===== src/rtl/pc_sequencer.sv =====
`default_nettype none
// ============================================================================
// Module   : pc_sequencer
// Purpose  : Three-state fetch/execute sequencer that owns the PC and fetches
//            instructions. Redirect priority is jr > jump > branch > pc+4.
//            Optional macro PC_EXCEPTION_EN adds exc_req/epc and vectors
//            misaligned jr to EXC_VECTOR.
// Revision : 1.0 - initial release
// ============================================================================
module pc_sequencer #(
    parameter logic [31:0] RESET_PC   = 32'h0040_0000,
    parameter logic [31:0] EXC_VECTOR = 32'h8000_0180
) (
    input  logic        clk,
    input  logic        rst_n,
    output logic        imem_req,
    output logic [31:0] imem_addr,
    input  logic        imem_ready,
    input  logic [31:0] imem_rdata,
    output logic        instr_valid,
    output logic [31:0] instr,
    output logic [31:0] pc,
    input  logic        stall,
    input  logic        br_taken,
    input  logic [31:0] br_offset,
    input  logic        jump,
    input  logic [25:0] jump_target,
    input  logic        jr,
    input  logic [31:0] jr_addr,
`ifdef PC_EXCEPTION_EN
    input  logic        exc_req,
    output logic [31:0] epc,
`endif
    output logic        misalign_err
);

    typedef enum logic [1:0] {
        S_IDLE  = 2'd0,
        S_FETCH = 2'd1,
        S_EXEC  = 2'd2
    } state_t;

    state_t      r_state;
    logic [31:0] r_pc;
    logic [31:0] r_instr;
    logic        r_imem_req;
    logic        r_instr_valid;
    logic        r_misalign_err;

    logic [31:0] w_pc_plus4;
    logic [31:0] w_next_pc;
    logic        w_jr_misaligned;

    assign w_pc_plus4      = r_pc + 32'd4;
    assign w_jr_misaligned = jr && (jr_addr[1:0] != 2'b00);

    // jr target is always word-aligned; misalignment is reported separately
    always_comb begin
        w_next_pc = w_pc_plus4;
        if (jr)
            w_next_pc = {jr_addr[31:2], 2'b00};
        else if (jump)
            w_next_pc = {w_pc_plus4[31:28], jump_target, 2'b00};
        else if (br_taken)
            w_next_pc = w_pc_plus4 + (br_offset << 2);
    end

`ifdef PC_EXCEPTION_EN
    logic [31:0] r_epc;
    assign epc = r_epc;
`else
    logic w_unused_exc;
    assign w_unused_exc = &{1'b0, EXC_VECTOR};
`endif

    always_ff @(posedge clk) begin
        if (!rst_n) begin
            r_state        <= S_IDLE;
            r_pc           <= RESET_PC;
            r_instr        <= 32'd0;
            r_imem_req     <= 1'b0;
            r_instr_valid  <= 1'b0;
            r_misalign_err <= 1'b0;
`ifdef PC_EXCEPTION_EN
            r_epc          <= 32'd0;
`endif
        end else begin
            case (r_state)
                S_IDLE: begin
                    r_state    <= S_FETCH;
                    r_imem_req <= 1'b1;
                end
                S_FETCH: begin
                    if (imem_ready) begin
                        r_instr       <= imem_rdata;
                        r_state       <= S_EXEC;
                        r_imem_req    <= 1'b0;
                        r_instr_valid <= 1'b1;
                    end
                end
                S_EXEC: begin
                    if (!stall) begin
                        r_state       <= S_FETCH;
                        r_imem_req    <= 1'b1;
                        r_instr_valid <= 1'b0;
`ifdef PC_EXCEPTION_EN
                        if (exc_req || w_jr_misaligned) begin
                            r_epc <= r_pc;
                            r_pc  <= EXC_VECTOR;
                        end else begin
                            r_pc  <= w_next_pc;
                        end
`else
                        r_pc <= w_next_pc;
`endif
                        if (w_jr_misaligned)
                            r_misalign_err <= 1'b1;
                    end
                end
                default: begin
                    r_state    <= S_IDLE;
                    r_imem_req <= 1'b0;
                end
            endcase
        end
    end

    assign imem_req     = r_imem_req;
    assign imem_addr    = r_pc;
    assign pc           = r_pc;
    assign instr        = r_instr;
    assign instr_valid  = r_instr_valid;
    assign misalign_err = r_misalign_err;

endmodule
`default_nettype wire


===== config.mk =====
export PLATFORM = sky130hd
export DESIGN_NAME = pc_sequencer
export DESIGN_NICKNAME = d
export VERILOG_FILES = /design/src/rtl/pc_sequencer.sv
export SDC_FILE = /design/constraint.sdc
export NUM_CORES = 1
export LEC_CHECK = 0
export CORE_ASPECT_RATIO = 0.9
export CORE_MARGIN = 4
export CORE_UTILIZATION = 35
export CTS_BUF_LIST = sky130_fd_sc_hd__clkbuf_8
export DETAILED_ROUTE_END_ITERATION = 8
export DONT_BUFFER_PORTS = 1
export HOLD_SLACK_MARGIN = 0.08
export PLACE_DENSITY_LB_ADDON = 0.25
export SETUP_SLACK_MARGIN = 0.4
export SKIP_CTS_REPAIR_TIMING = 1
export SLEW_MARGIN = 25
export SYNTH_ARGS = -nofsm -noshare
export SYNTH_HDL_FRONTEND = slang
export SYNTH_SLANG_ARGS = --single-unit

===== constraint.sdc =====
create_clock -name clk -period 7.8 [get_ports clk]
set_input_delay 0 -clock clk [delete_from_list [all_inputs] [get_ports clk]]
set_output_delay 0 -clock clk [all_outputs]
set_load 0.01 [all_outputs]

# Word level (Yosys, flattened, before mapping)
# Cells that the tools add are included.
# op_classes
add_sub_neg	2
multipliers	0
n_div	0
n_lt_le_gt_ge	0
eq_ne	4
shifts	0
muxes	12
bitwise	1
reduce_logical	9
# op_table
cell	count
$mux 32	3
$add 32x3->32 const B	1
$add 32x32->32	1
$pmux 2 s3	1
$reduce_and 2->1	3
$reduce_and 3->1	2
$mux 1	4
$mux 2	2
$ne 2x2->1 const B	2
$reduce_bool 2->1	2
$pmux 1 s3	1
$eq 2x1->1 const B	1
$eq 2x2->1 const B	1
$logic_not 2->1	1
$pmux 1 s2	1
$logic_and 1x1->1	1
$not 1->1	1
# totals
regBits	69
latch_bits	0
ramBits	0
romBits	0
inputBits	129
output_inout_bits	99
elab_cells	34
n_memories	0

# Logic depth before layout (Yosys ltp)
# depth
depth_word	5
mapped_depth	18
depth_no_buf	17

# Worst setup path after synthesis
# Ideal clock, no wire load.
# synth_path
kind	reg-to-reg
start	reg r_pc[7] (netlist: imem_addr[7])
end	reg r_pc[23] (netlist: imem_addr[23])
arrival_ns	3.454
t_required_ns	7.708
slack_ns	4.254
stages_incl_launch_ff	18
period_less_slack_ns	3.546
path_cell_list	dfxtp_1 > and4_1 > and4_4 > and4_1 > buf_4 > nand2_1 > xnor2_1 > ha_1 > and3_1 > a221o_1 > o21ai_1 > inv_1 > nor2_1 > nor2_1 > mux2_1 > a21oi_1 > nor2_1 > o32ai_1
# synth_via
elab_chain_len	5
# synth_lines
element	line_no	source
from (decl)	44	logic [31:0] r_pc;
from (signal assigned)	114	r_pc <= w_next_pc;
$add 32x3->32 *	54	assign w_pc_plus4 = r_pc + 32'd4;
$add 32x32->32	65	w_next_pc = w_pc_plus4 + (br_offset << 2);
$mux 32 *	64	else if (br_taken)
$mux 32 *	62	else if (jump)
$mux 32 *	60	if (jr)
# Every way passes the cells marked *; elsewhere a longest branch is shown, timed or not.
# A chain may end at the register's enable or synchronous reset.

# Final worst setup path
# layout_path
start	reg r_pc[4] (netlist: imem_addr[4])
end	reg r_pc[27] (netlist: imem_addr[27])
# Same word-level chain as after synthesis.

==> reports/metrics.csv <==
metric;value;unit
sequential share of power;44.0;%
gpl congestion;0.919;
Post-Synth Adder-Cell Area;8.78;%
DRC viols;0;
max-slew violation count;0;
Max Clock Skew;16.7;ps
final WL;20200;um
Crit Path Category;flop to flop;
post-synthesis mux area share;1.30;%
P&R area growth vs syn;19.7;%
crit-path leading delay family;simple AND/OR/NAND/NOR gates;
Crit path depth;17;
Synth top cells by count;nand2_1, a21oi_1, dfxtp_1, nor2_1, o21ai_0;
Tcrit/Tclk final;66.8;%
largest area contributor in the netlist;dfxtp_1;
CP bufs+invs;2;
FF+latch count, synth;66;
static leakage;2.60;nW
largest family of logic cells by synthesized area;compound AO/OA/AOI/OAI gates;
first-pass detailed-route iteration total;5;
Crit path arrival time;5530;ps
post-DP HPWL;14200;um
number of CTS-inserted buffers;9;
total power;0.000852;W
Simple-Gate Fraction of Synth Area;24.2;%
Syn Inst Count;770;
# setup viols final;0;
hold path start;jump;
top cell type's share of synthesized area;24.0;%
IO Port Bufs;0;
hold path cells;3;
Async SR Flop Fraction;0;%
RSZ-0062 raised after global routing;false;
Max-Cap Viols;0;
first-pass GRT wire length;28700;um
Tot GR Track Use;20.4;%
GR Overflow Total;0;
Initial Util;35.7;%
Post-Synth XOR/XNOR Area;7.80;%
Critical Path Most Common Cell;and3_1;
Max transition margin;44.3;%
P_sw;0.000296;W
Critical Path Source;imem_addr[4];
initial antenna violation count;0;
worst slew pin tran;833;ps
Main synth FF type;dfxtp_1;
Internal Power;0.000556;W
Worst Path Required;8120;ps
highest clock rate;192;MHz
status;complete, no violations;
register area share after synthesis;24.0;%
CP max stage delay;570;ps
Final ANT Viol Nets;0;
pin count of the biggest net entering global routing;53;
CP max FO;7;
synth warn;0;
Placed Cells;905;
crit-path cells;and3_1, and3_1, and4_1, nand2_1, xnor2_1, ha_1, and3_1, a221o_1, o21ai_1, nand3_1, o21a_1, xnor2_1, a221oi_1, o21ai_0, dlygate4sd3_1, o21ai_0, dlygate4sd3_1;
CP endpoint kind;flop;
Peak VDD IR;0.000102;V
Comb pwr share;22.1;%
switching share of power;34.7;%
Clock Latency Late Sink;380;ps
DIE WIDTH;140;um
Hold Worst Slack;56.0;ps
CTS tree;built;
Post-Syn Area;5500;sq um
Unique masters post-synth;62;
number of global-route vias before repair;5191;
most frequent cell after synthesis;nand2_1;
main area contributors after synthesis;dfxtp_1, nand2_1, a21oi_1;
Worst-path clk slew;90;ps
detailed-route wire length per cell;19.8;um
Power Density;129;nW/um^2
Longest Clk Path Bufs;2;
die area;17800;sq um
Top Ports;228;
fin util;42.8;%
Reg-to-Reg Start;imem_addr[4];
average size of a mapped cell;7.14;sq um
CP startpoint kind;flop;
Critical-path top delay cell;dlygate4sd3_1;
Ant. Diodes;0;
Post-synth EDFFs;0;
share of layout cells above drive strength 1;3.91;%
register-to-register setup slack;2590;ps
Initial DRC Count;387;
CTS Root Cell;clkbuf_8;
Compound-Gate Fraction of Synth Area;25.5;%
Min-Delay Path Class;primary input to flop;
FILL cells;1617;
Final Hold Viols;0;
clock sinks;66;
filler-free cell count of the finished design;1021;
Vias;5769;
Fin Setup TNS;0;ps
Core ar.;15400;sq um
# rows;43;
clock group share of total power;33.9;%
Net count, final;981;
R2R cell count;17;
die height;127;um
H-Tree Depth;3;
vias per cell;5.65;
Period minus WS final;5210;ps
[metrics by stage]
stage               setup WS (ps)  cell area [sq um]
floorplan                    4250               5510
global placement             3470               5390
detailed placement           3420               5390
CTS                          3400               5570
global route                 2180               6590
finish                       2590               6590
[kinds of logic after synthesis]
| family | Yosys count |
|---|---|
| xor+xnor | 49 |
| buf+inv | 87 |
| compound gates | 229 |
| fa+ha+maj | 38 |
| simple gates | 293 |
| flops | 66 |
| other cells | 1 |
| mux | 7 |
[worst paths after layout]
kind | end
hold reg to reg | instr[2]
hold / removal | imem_addr[29]
setup reg to reg | imem_addr[27]
setup / recovery | imem_addr[27]
[flip-flops by register name (all words and copies together) (netlist names)]
name / count
instr: 32
r_state: 1
imem_req: 1
imem_addr: 30
instr_valid: 1
misalign_err: 1
[power groups by stage]
stage / sequential, W / clock [W] / combinational [W]
floorplan: 0.000374 / 0 / 0.000131
global placement: 0.000383 / 0 / 0.000138
detailed placement: 0.000383 / 0 / 0.000141
CTS: 0.000375 / 0.000300 / 0.000142
global route: 0.000378 / 0.000310 / 0.000210
finish: 0.000375 / 0.000289 / 0.000188
[worst register-to-register path, stage by stage, from the launching register on]
cell and delay (ps):
dfxtp_1 560, and3_1 320, and3_1 300, and4_1 460
nand2_1 120, xnor2_1 260, ha_1 350, and3_1 170
a221o_1 330, o21ai_1 250, nand3_1 110, o21a_1 220
xnor2_1 140, a221oi_1 230, o21ai_0 120, dlygate4sd3_1 570
o21ai_0 60, dlygate4sd3_1 560
[layer usage]
metal  wire length (um)  part of all wire, %  track usage (%)
met5                  0                    0                0
met4                451                  2.2             6.78
met3               1680                  8.3             7.54
met2               9390                   46             32.7
met1               8690                   43             25.4
[cell usage in the layout, fill, tap and decap left out, types with 11 or more instances in the layout]
cell type	instances
xnor2_1	31
o21ai_0	50
nand4_1	11
and3_1	14
a21oi_1	93
nand2_1	135
dfxtp_1	66
inv_1	12
nor3_1	13
a211oi_1	14
ha_1	37
nor2_1	62
dlygate4sd3_1	99
xor2_1	18
nand3_1	26
[final cells by class]
type	count	area (sq um)	area share (%)
repair buffers	104	1040	15.8
clock inverters	7	58.8	0.893
flip-flops and latches	66	1320	20.1
well taps	202	253	3.84
inverters	13	48.8	0.741
multi-input cells	620	3740	56.8
clock buffers	9	124	1.88
Power figures use the tool's default switching activity.
